## src/rtl/muldiv_if.sv

```systemverilog
// Datapath-to-multiply/divide-unit bus: operation request plus the HI/LO result registers.
interface muldiv_if #(
    parameter int WIDTH = 32
);
    // start is a single-cycle request that is only taken while busy is low;
    // op/a/b must be valid in that same cycle. Requests seen while busy is high
    // are dropped, never queued. done pulses for exactly one cycle, together
    // with the first cycle in which hi/lo hold the new result.
    logic             start;
    logic             op;
    logic [WIDTH-1:0] a;
    logic [WIDTH-1:0] b;
    logic             busy;
    logic             done;
    logic [WIDTH-1:0] hi;
    logic [WIDTH-1:0] lo;

    modport master (output start, op, a, b, input busy, done, hi, lo);
    modport slave  (input start, op, a, b, output busy, done, hi, lo);
endinterface

```

## src/rtl/muldiv_unit.sv

```systemverilog
// Iterative unsigned MULTU/DIVU unit, one bit per cycle, with architectural HI/LO.
// Define MULDIV_EARLY_TERM_EN to let MULTU finish once the remaining multiplier bits are zero.
module muldiv_unit #(
    parameter int WIDTH = 32
) (
    input  logic       clk,
    input  logic       reset,
    muldiv_if.slave    bus,
    output logic [1:0] state_dbg
);
    localparam int CW = $clog2(WIDTH);

    typedef enum logic [1:0] {
        IDLE = 2'd0,
        RUN  = 2'd1,
        DONE = 2'd2
    } state_t;

    state_t             state;
    logic [CW-1:0]      cnt;
    logic               op_r;
    logic               busy_r;
    logic               done_r;
    logic [WIDTH-1:0]   hi_r;
    logic [WIDTH-1:0]   lo_r;
    // MULTU: mcand_sh is the multiplicand shifted left each cycle, mplier the
    // multiplier shifted right. DIVU: mcand_sh[WIDTH-1:0] is the divisor and
    // mplier holds the dividend bits being shifted out / quotient bits shifted in.
    logic [2*WIDTH-1:0] acc;
    logic [2*WIDTH-1:0] mcand_sh;
    logic [WIDTH-1:0]   mplier;
    logic [WIDTH-1:0]   rem;

    logic [2*WIDTH-1:0] acc_next;
    logic [WIDTH:0]     shifted;
    logic               ge;
    logic [WIDTH-1:0]   rem_next;
    logic [WIDTH-1:0]   quo_next;
    logic               last_iter;

    always_comb begin
        acc_next = acc + (mplier[0] ? mcand_sh : '0);
        shifted  = {rem, mplier[WIDTH-1]};
        ge       = shifted >= {1'b0, mcand_sh[WIDTH-1:0]};
        // A restoring step never leaves a remainder >= divisor, so WIDTH bits suffice.
        rem_next = ge ? (shifted[WIDTH-1:0] - mcand_sh[WIDTH-1:0]) : shifted[WIDTH-1:0];
        quo_next = {mplier[WIDTH-2:0], ge};
        last_iter = (cnt == CW'(WIDTH - 1));
`ifdef MULDIV_EARLY_TERM_EN
        if (!op_r && (mplier[WIDTH-1:1] == '0)) begin
            last_iter = 1'b1;
        end
`endif
    end

    always_ff @(posedge clk) begin
        if (reset) begin
            state    <= IDLE;
            cnt      <= '0;
            op_r     <= 1'b0;
            busy_r   <= 1'b0;
            done_r   <= 1'b0;
            hi_r     <= '0;
            lo_r     <= '0;
            acc      <= '0;
            mcand_sh <= '0;
            mplier   <= '0;
            rem      <= '0;
        end else begin
            case (state)
                IDLE: begin
                    if (bus.start) begin
                        op_r     <= bus.op;
                        cnt      <= '0;
                        acc      <= '0;
                        rem      <= '0;
                        mcand_sh <= {{WIDTH{1'b0}}, (bus.op ? bus.b : bus.a)};
                        mplier   <= bus.op ? bus.a : bus.b;
                        busy_r   <= 1'b1;
                        if (bus.op && (bus.b == '0)) begin
                            hi_r   <= bus.a;
                            lo_r   <= '1;
                            done_r <= 1'b1;
                            state  <= DONE;
                        end
`ifdef MULDIV_EARLY_TERM_EN
                        else if (!bus.op && (bus.b == '0)) begin
                            hi_r   <= '0;
                            lo_r   <= '0;
                            done_r <= 1'b1;
                            state  <= DONE;
                        end
`endif
                        else begin
                            state <= RUN;
                        end
                    end
                end
                RUN: begin
                    cnt <= cnt + 1'b1;
                    if (op_r) begin
                        rem    <= rem_next;
                        mplier <= quo_next;
                    end else begin
                        acc      <= acc_next;
                        mcand_sh <= mcand_sh << 1;
                        mplier   <= mplier >> 1;
                    end
                    if (last_iter) begin
                        if (op_r) begin
                            hi_r <= rem_next;
                            lo_r <= quo_next;
                        end else begin
                            hi_r <= acc_next[2*WIDTH-1:WIDTH];
                            lo_r <= acc_next[WIDTH-1:0];
                        end
                        done_r <= 1'b1;
                        state  <= DONE;
                    end
                end
                DONE: begin
                    busy_r <= 1'b0;
                    done_r <= 1'b0;
                    state  <= IDLE;
                end
                default: begin
                    busy_r <= 1'b0;
                    done_r <= 1'b0;
                    state  <= IDLE;
                end
            endcase
        end
    end

    assign bus.busy  = busy_r;
    assign bus.done  = done_r;
    assign bus.hi    = hi_r;
    assign bus.lo    = lo_r;
    assign state_dbg = state;
endmodule

```

## src/flat_wrapper.sv

```systemverilog
// flat-port wrapper written by rule: the top's interface ports become plain ports
module muldiv_unit_flat 
#(
    parameter int WIDTH = 32
)
  (clk, reset, state_dbg, bus_start, bus_op, bus_a, bus_b, bus_busy, bus_done, bus_hi, bus_lo);
  muldiv_if #(.WIDTH(WIDTH)) bus_i ();
  input  logic clk;
  input  logic reset;
  output logic [1:0] state_dbg;
  input wire logic [$bits(bus_i.start)-1:0] bus_start;
  input wire logic [$bits(bus_i.op)-1:0] bus_op;
  input wire logic [$bits(bus_i.a)-1:0] bus_a;
  input wire logic [$bits(bus_i.b)-1:0] bus_b;
  output wire logic [$bits(bus_i.busy)-1:0] bus_busy;
  output wire logic [$bits(bus_i.done)-1:0] bus_done;
  output wire logic [$bits(bus_i.hi)-1:0] bus_hi;
  output wire logic [$bits(bus_i.lo)-1:0] bus_lo;
  assign bus_i.start = bus_start;
  assign bus_i.op = bus_op;
  assign bus_i.a = bus_a;
  assign bus_i.b = bus_b;
  assign bus_busy = bus_i.busy;
  assign bus_done = bus_i.done;
  assign bus_hi = bus_i.hi;
  assign bus_lo = bus_i.lo;
  muldiv_unit #(.WIDTH(WIDTH)) u_core (.clk(clk), .reset(reset), .bus(bus_i), .state_dbg(state_dbg));
endmodule
```

## config.mk

```make
export PLATFORM = sky130hd
export DESIGN_NAME = muldiv_unit_flat
export DESIGN_NICKNAME = d
export VERILOG_FILES = /design/src/rtl/muldiv_if.sv /design/src/rtl/muldiv_unit.sv /design/src/flat_wrapper.sv
export SDC_FILE = /design/constraint.sdc
export NUM_CORES = 1
export LEC_CHECK = 0
export ABC_AREA = 1
export BUFFER_PORTS_ARGS = -buffer_cell sky130_fd_sc_hd__buf_2
export CAP_MARGIN = 20
export CORE_MARGIN = 4
export CORE_UTILIZATION = 60
export CTS_CLUSTER_DIAMETER = 100
export DETAILED_ROUTE_END_ITERATION = 12
export GPL_TIMING_DRIVEN = 0
export PLACE_DENSITY = 0.79
export SLEW_MARGIN = 15
export SYNTH_ARGS = -nofsm -noshare
export SYNTH_HDL_FRONTEND = slang
export SYNTH_SLANG_ARGS = --single-unit
```

## constraint.sdc

```tcl
create_clock -name clk -period 3.8 [get_ports clk]
set_clock_uncertainty 0.1 [all_clocks]
set_input_delay 0.76 -clock clk [delete_from_list [all_inputs] [get_ports clk]]
set_output_delay 0.76 -clock clk [all_outputs]
set_load 0.03 [all_outputs]
```

=== Word level (Yosys, flattened, before mapping) ===
Index checks and enable logic that the tools add are counted.

* Logic and storage cells: 73
* Input bits: 68
* Bits in registers: 266
* Output and inout bits: 68

* Equality and inequality tests: 7
* Reduce and logical (&&, ||, !) cells: 12
* Bitwise operators: 1
* Multiplexer cells: 38
* Magnitude comparators: 1
* Add/subtract/negate cells: 3

{| class="wikitable"
|+ Operator list
! cell !! number
|-
| 32-bit 2-to-1 mux || 15
|-
| 64-bit 2-to-1 mux || 5
|-
| 32-bit case mux with 2 select lines || 4
|-
| 64-bit case mux with 2 select lines || 2
|-
| 64-bit adder || 1
|-
| 33-bit by 32-bit greater-or-equal comparator with 1-bit output || 1
|-
| 32-bit zero test || 1
|-
| 32-bit subtractor || 1
|-
| 5-bit case mux with 2 select lines || 1
|-
| 3-bit AND reduction || 3
|-
| 2-bit AND reduction || 4
|-
| 2-bit 2-to-1 mux || 3
|-
| 2-bit by 1-bit != test with 1-bit output, second input constant || 3
|-
| 5-bit by 1-bit adder with 5-bit output, second input constant || 1
|-
| 5-bit equality test, second input constant || 1
|-
| 5-bit 2-to-1 mux || 1
|-
| 1-bit 2-to-1 mux || 4
|-
| 2-bit != test, second input constant || 2
|-
| 1-bit case mux with 2 select lines || 2
|-
| 2-bit case mux with 2 select lines || 1
|-
| 4-bit AND reduction || 1
|-
| 2-bit by 1-bit equality test with 1-bit output, second input constant || 1
|-
| 2-bit zero test || 1
|-
| 2-bit nonzero test || 1
|-
| other kinds (2) || 2
|}

=== Logic depth before layout (Yosys ltp) ===
* Depth after elaboration: 5
* Depth in mapped cells: 22
* Mapped depth without buffers: 20

=== Least setup slack after synthesis ===
Ideal clock, no wire load.

* Path kind: register -> register
* Start point: register u_core.mplier[0]
* End point: register u_core.hi_r[24], in the netlist u_core.bus.hi[24]
* Clock period less this slack: 2.895 ns
* Stages on the path, launching flop included: 22
* Data required time: 3.588 ns
* Slack: 0.905 ns
* Library setup time: 0.112 ns
* Arrival: 2.683 ns
* Path buffers: 2
* Path through: dfxtp_1 -> clkbuf_1 -> buf_1 -> nand2_1 -> inv_1 -> ha_1 -> inv_1 -> fa_1 -> inv_1 -> nand3_1 -> nand3_1 -> nand2_1 -> nand2_1 -> nand3_1 -> nand3_1 -> nand3_1 -> nand2_1 -> nand2_1 -> nand2_1 -> nor2_1 -> nor2_1 -> nor2_1

* Longest elaborated chain between the ends: 5

{| class="wikitable"
|+ Ends and longest elaborated chain
! what !! RTL line !! text
|-
| start: declaration || muldiv_unit.sv:31 || <nowiki>logic [WIDTH-1:0] mplier;</nowiki>
|-
| start signal: assignment || muldiv_unit.sv:78 || <nowiki>mplier <= bus.op ? bus.a : bus.b;</nowiki>
|-
| start signal: assignment || muldiv_unit.sv:103 || <nowiki>mplier <= quo_next;</nowiki>
|-
| start signal: assignment || muldiv_unit.sv:107 || <nowiki>mplier <= mplier >> 1;</nowiki>
|-
| 64-bit 2-to-1 mux || muldiv_unit.sv:42 || <nowiki>acc_next = acc + (mplier[0] ? mcand_sh : '0);</nowiki>
|-
| 64-bit adder || muldiv_unit.sv:42 ||
|-
| 32-bit 2-to-1 mux || muldiv_unit.sv:110 || <nowiki>if (op_r) begin</nowiki>
|-
| 32-bit 2-to-1 mux || muldiv_unit.sv:109 || <nowiki>if (last_iter) begin</nowiki>
|-
| 32-bit case mux with 2 select lines || muldiv_unit.sv:70 || <nowiki>case (state)</nowiki>
|-
| end signal: assignment || muldiv_unit.sv:81 || <nowiki>hi_r <= bus.a;</nowiki>
|-
| end signal: assignment || muldiv_unit.sv:111 || <nowiki>hi_r <= rem_next;</nowiki>
|-
| end signal: assignment || muldiv_unit.sv:114 || <nowiki>hi_r <= acc_next[2*WIDTH-1:WIDTH];</nowiki>
|-
| end: declaration || muldiv_unit.sv:24 || <nowiki>logic [WIDTH-1:0] hi_r;</nowiki>
|}

Every way passes these cells. The select of a mux whose other input is x is not followed.
A chain may end at the register's enable or synchronous reset.

=== Worst setup path in the final report ===
Same ends and word-level chain as after synthesis.

==> summary.md <==
| Metric | Value |
|---|---|
| Worst Tran Pin Value | 894 ps |
| Final Hold Fails | 0 |
| Worst path arrival time | 4090 ps |
| Pwr Density | 441 nW/um^2 |
| Die X | 195 um |
| Ys flop type | dfxtp_1 |
| First-pass GRT wire length | 126000 um |
| Final HPWL from detailed placement | 69300 um |
| Routability cong. | 1.09 |
| Net Switching | 4320 uW |
| Multi-input logic area | 12300 um^2 |
| Worst setup path class | flop to flop |
| Core Region | 34500 um^2 |
| Slowest-stage cell, CP | fa_1 |
| Worst skew pair latency | 600 ps |
| Mean post-synth cell area | 5.78 um^2 |
| Synth Instances | 3635 |
| Final net count | 3968 |
| Worst vdd ir | 370 uV |
| Final Non-Filler Cells | 4276 |
| CTS Buf Count | 31 |
| Max-slew headroom | 40.4% |
| Cell internal pwr | 5960 uW |
| Area of the die | 38100 um^2 |
| YS warnings | 0 |
| Post-route ant nets | 0 |
| Final worst slack | 101 ps |
| Clock sink count | 266 |
| Crit-path max FO | 10 |
| RSZ-0062 raised after global routing | false |
| Max_cap viols | 0 |
| H-Tree Depth | 1 |
| Via count | 24200 |
| Register share of total power | 34.4% |
| Buf/Inv on CP | 5 |
| Root Buffer | clkbuf_16 |
| Critical path capture point type | flop |
| Placed Cells | 4223 |
| Initial Utilization | 60.8% |
| # IOs | 136 |
| Fmax achieved | 270 MHz |
| Critical Path Source Type | flop |
| Largest net degree at the start of global routing | 16 |
| First-pass DRT Iterations | 9 |
| Largest delay share family, worst path | simple AND/OR/NAND/NOR gates |
| Most frequent CP cell | nand2_1 |
| Tot Pwr | 10300 uW |
| Setup_tns | 0 ps |
| Share of cells above drive strength 1 | 7.69% |
| Final period util | 97.3% |
| GRT overflow | 0 |
| Final setup fails | 0 |
| Fin util | 67.4% |
| EDFF count, synth | 0 |
| Clock-pin slew on the worst setup and hold paths | 70 ps |
| Register area share after synthesis | 25.4% |
| FF+latch count, synth | 266 |
| Most common cell after layout, fill and taps aside | nand2_1 |
| CTS tree | done |
| Synthesized area | 21000 um^2 |
| Logic gate share of total power | 35.1% |
| Crit path cell chain | buf_4 -> buf_4 -> nand2_1 -> inv_1 -> ha_2 -> inv_1 -> fa_1 -> inv_1 -> nand3_1 -> nand3_1 -> nand2_1 -> nand2_1 -> nand3_1 -> nand3_1 -> nand3_1 -> nand2_1 -> nand2_1 -> nand2_1 -> nor2_1 -> nor2_2 -> nor2_1 |
| CP max stage delay | 420 ps |
| Syn_nets | 3802 |
| Final slew viol count | 0 |
| Hold Crit Class | flop to flop |
| # diodes | 0 |
| First-iteration detailed-routing DRC count | 3245 |
| Number of port buffers | 133 |
| Post-synth cell types | 52 |
| Residual DRC count | 0 |
| CP Data Required Time | 4190 ps |
| Vias per cell | 5.66 |
| # fillers | 3395 |
| Clk pwr share | 30.5% |
| Detailed Route WL | 84300 um |
| Antenna violations before repair | 1 |
| Clk buf depth | 3 |
| Most frequent cells in the layout | 1291 x nand2_1, 733 x inv_1, 266 x dfxtp_1 |
| Tmin final | 3700 ps |
| # hold bufs at CTS | 0 |
| Leak Pwr | 0.0131 uW |
| Register area | 5330 um^2 |
| Vias in the first global route | 21400 |
| Share of synthesized registers carrying an async set or reset | 0% |
| Setup WS pre-CTS | -671 ps |
| Outcome | finished clean |
| Total track usage | 42.6% |
| WL per Instance | 19.7 um |
| Number of post-CTS setup repair buffers | 0 |
| Syn-to-layout area delta | 10.9% |
| Die height | 195 um |
| Rows | 68 |
| Sw Share | 42.0% |
cells in the mapped netlist, types with 10 or more instances:
cell      count  area [um^2]
inv_2        14         52.6
nand3_1     172          861
xor2_1       11         96.3
buf_1        16         60.1
o32ai_1      31          272
o21ai_2      10         87.6
a31oi_1      16          100
nor2_4       11          124
ha_1         97         1210
buf_2        25          125
o21ai_0     152          761
nor2_1      178          668
nand3b_1     19          143
nor3_1       22          110
o211ai_1     54          405
xnor2_1      32          280
dfxtp_1     266         5330
nand2_2      14         87.6
o21ai_1      19         95.1
a21oi_1     254         1270
clkbuf_1     78          293
nand2_1    1292         4850
nand4_1      18          113
and2_1       12         75.1
inv_1       733         2750
a22oi_1      13         97.6
registers in the layout (all words and copies together) (netlist names):
register / flops
u_core.cnt: 5
u_core.bus.hi: 32
u_core.state_dbg: 2
u_core.mplier: 32
u_core.bus.busy: 1
u_core.mcand_sh: 64
u_core.bus.done: 1
u_core.acc: 64
u_core.rem: 32
u_core.op_r: 1
u_core.bus.lo: 32
cell type report:
class	count	share of cell area, %
flip-flops and latches	266	22.9
repair buffers	133	2.86
multi-input cells	2494	52.9
clock inverters	17	0.919
well taps	455	2.44
plain buffers	126	2.40
inverters	749	12.1
clock buffers	36	3.54
power by group through the flow:
stage,Sequential (uW),Clock [uW],Combinational [uW]
floorplan,3650,0,2100
global placement,3560,0,3440
detailed placement,3550,0,3460
CTS,3500,3120,3480
global route,3540,3240,3860
finish,3540,3140,3610
final timing paths:
kind                                   from                              to  slack [ps]  depth (start not counted)
max           u_core.mplier[0]$_SDFFE_PP0P_  u_core.bus.hi[24]$_SDFFE_PP0P_         100                         21
min          u_core.bus.lo[23]$_SDFFE_PP0P_  u_core.bus.lo[23]$_SDFFE_PP0P_         350                          2
max reg2reg   u_core.mplier[0]$_SDFFE_PP0P_  u_core.bus.hi[24]$_SDFFE_PP0P_         100                         21
min reg2reg  u_core.bus.lo[23]$_SDFFE_PP0P_  u_core.bus.lo[23]$_SDFFE_PP0P_         350                          2
worst min-delay path: stages, from the launching register on:
cell     delay (ps)
dfxtp_1         310
nand2_1          60
nand2_1          40
per-stage QoR:
step | hold WS [ps] | area [um^2]
CTS | 351 | 23300
global placement | 335 | 22200
floorplan | 344 | 21000
global route | 361 | 23300
finish | 351 | 23300
detailed placement | 337 | 22200
kinds of logic (layout without fill, tap and decap cells):
logic type	after synthesis	count (layout)	share of synthesized area (%)
and+or+nand+nor	1762	1762	34.6
buffers and inverters	875	1061	16.0
AOI/OAI and AO/OA	590	590	16.3
DFF	266	266	25.4
adders and majority gates	99	99	5.97
xor gates and xnor gates	43	43	1.79
routing by layer:
metal	vias up	share of wire (%)	track usage, %
li1	11600	-	-
met1	10700	39	56.3
met2	1536	42	64.5
met3	301	13	9.40
met4	2	7.1	23.8
met5	-	0.015	0
timing repair:
item | CTS | global route
gates cloned | 0 | 0
endpoints found under the setup margin | 65 | 14
gates resized for setup | 4 | 7
(Power assumes the default switching activity.)
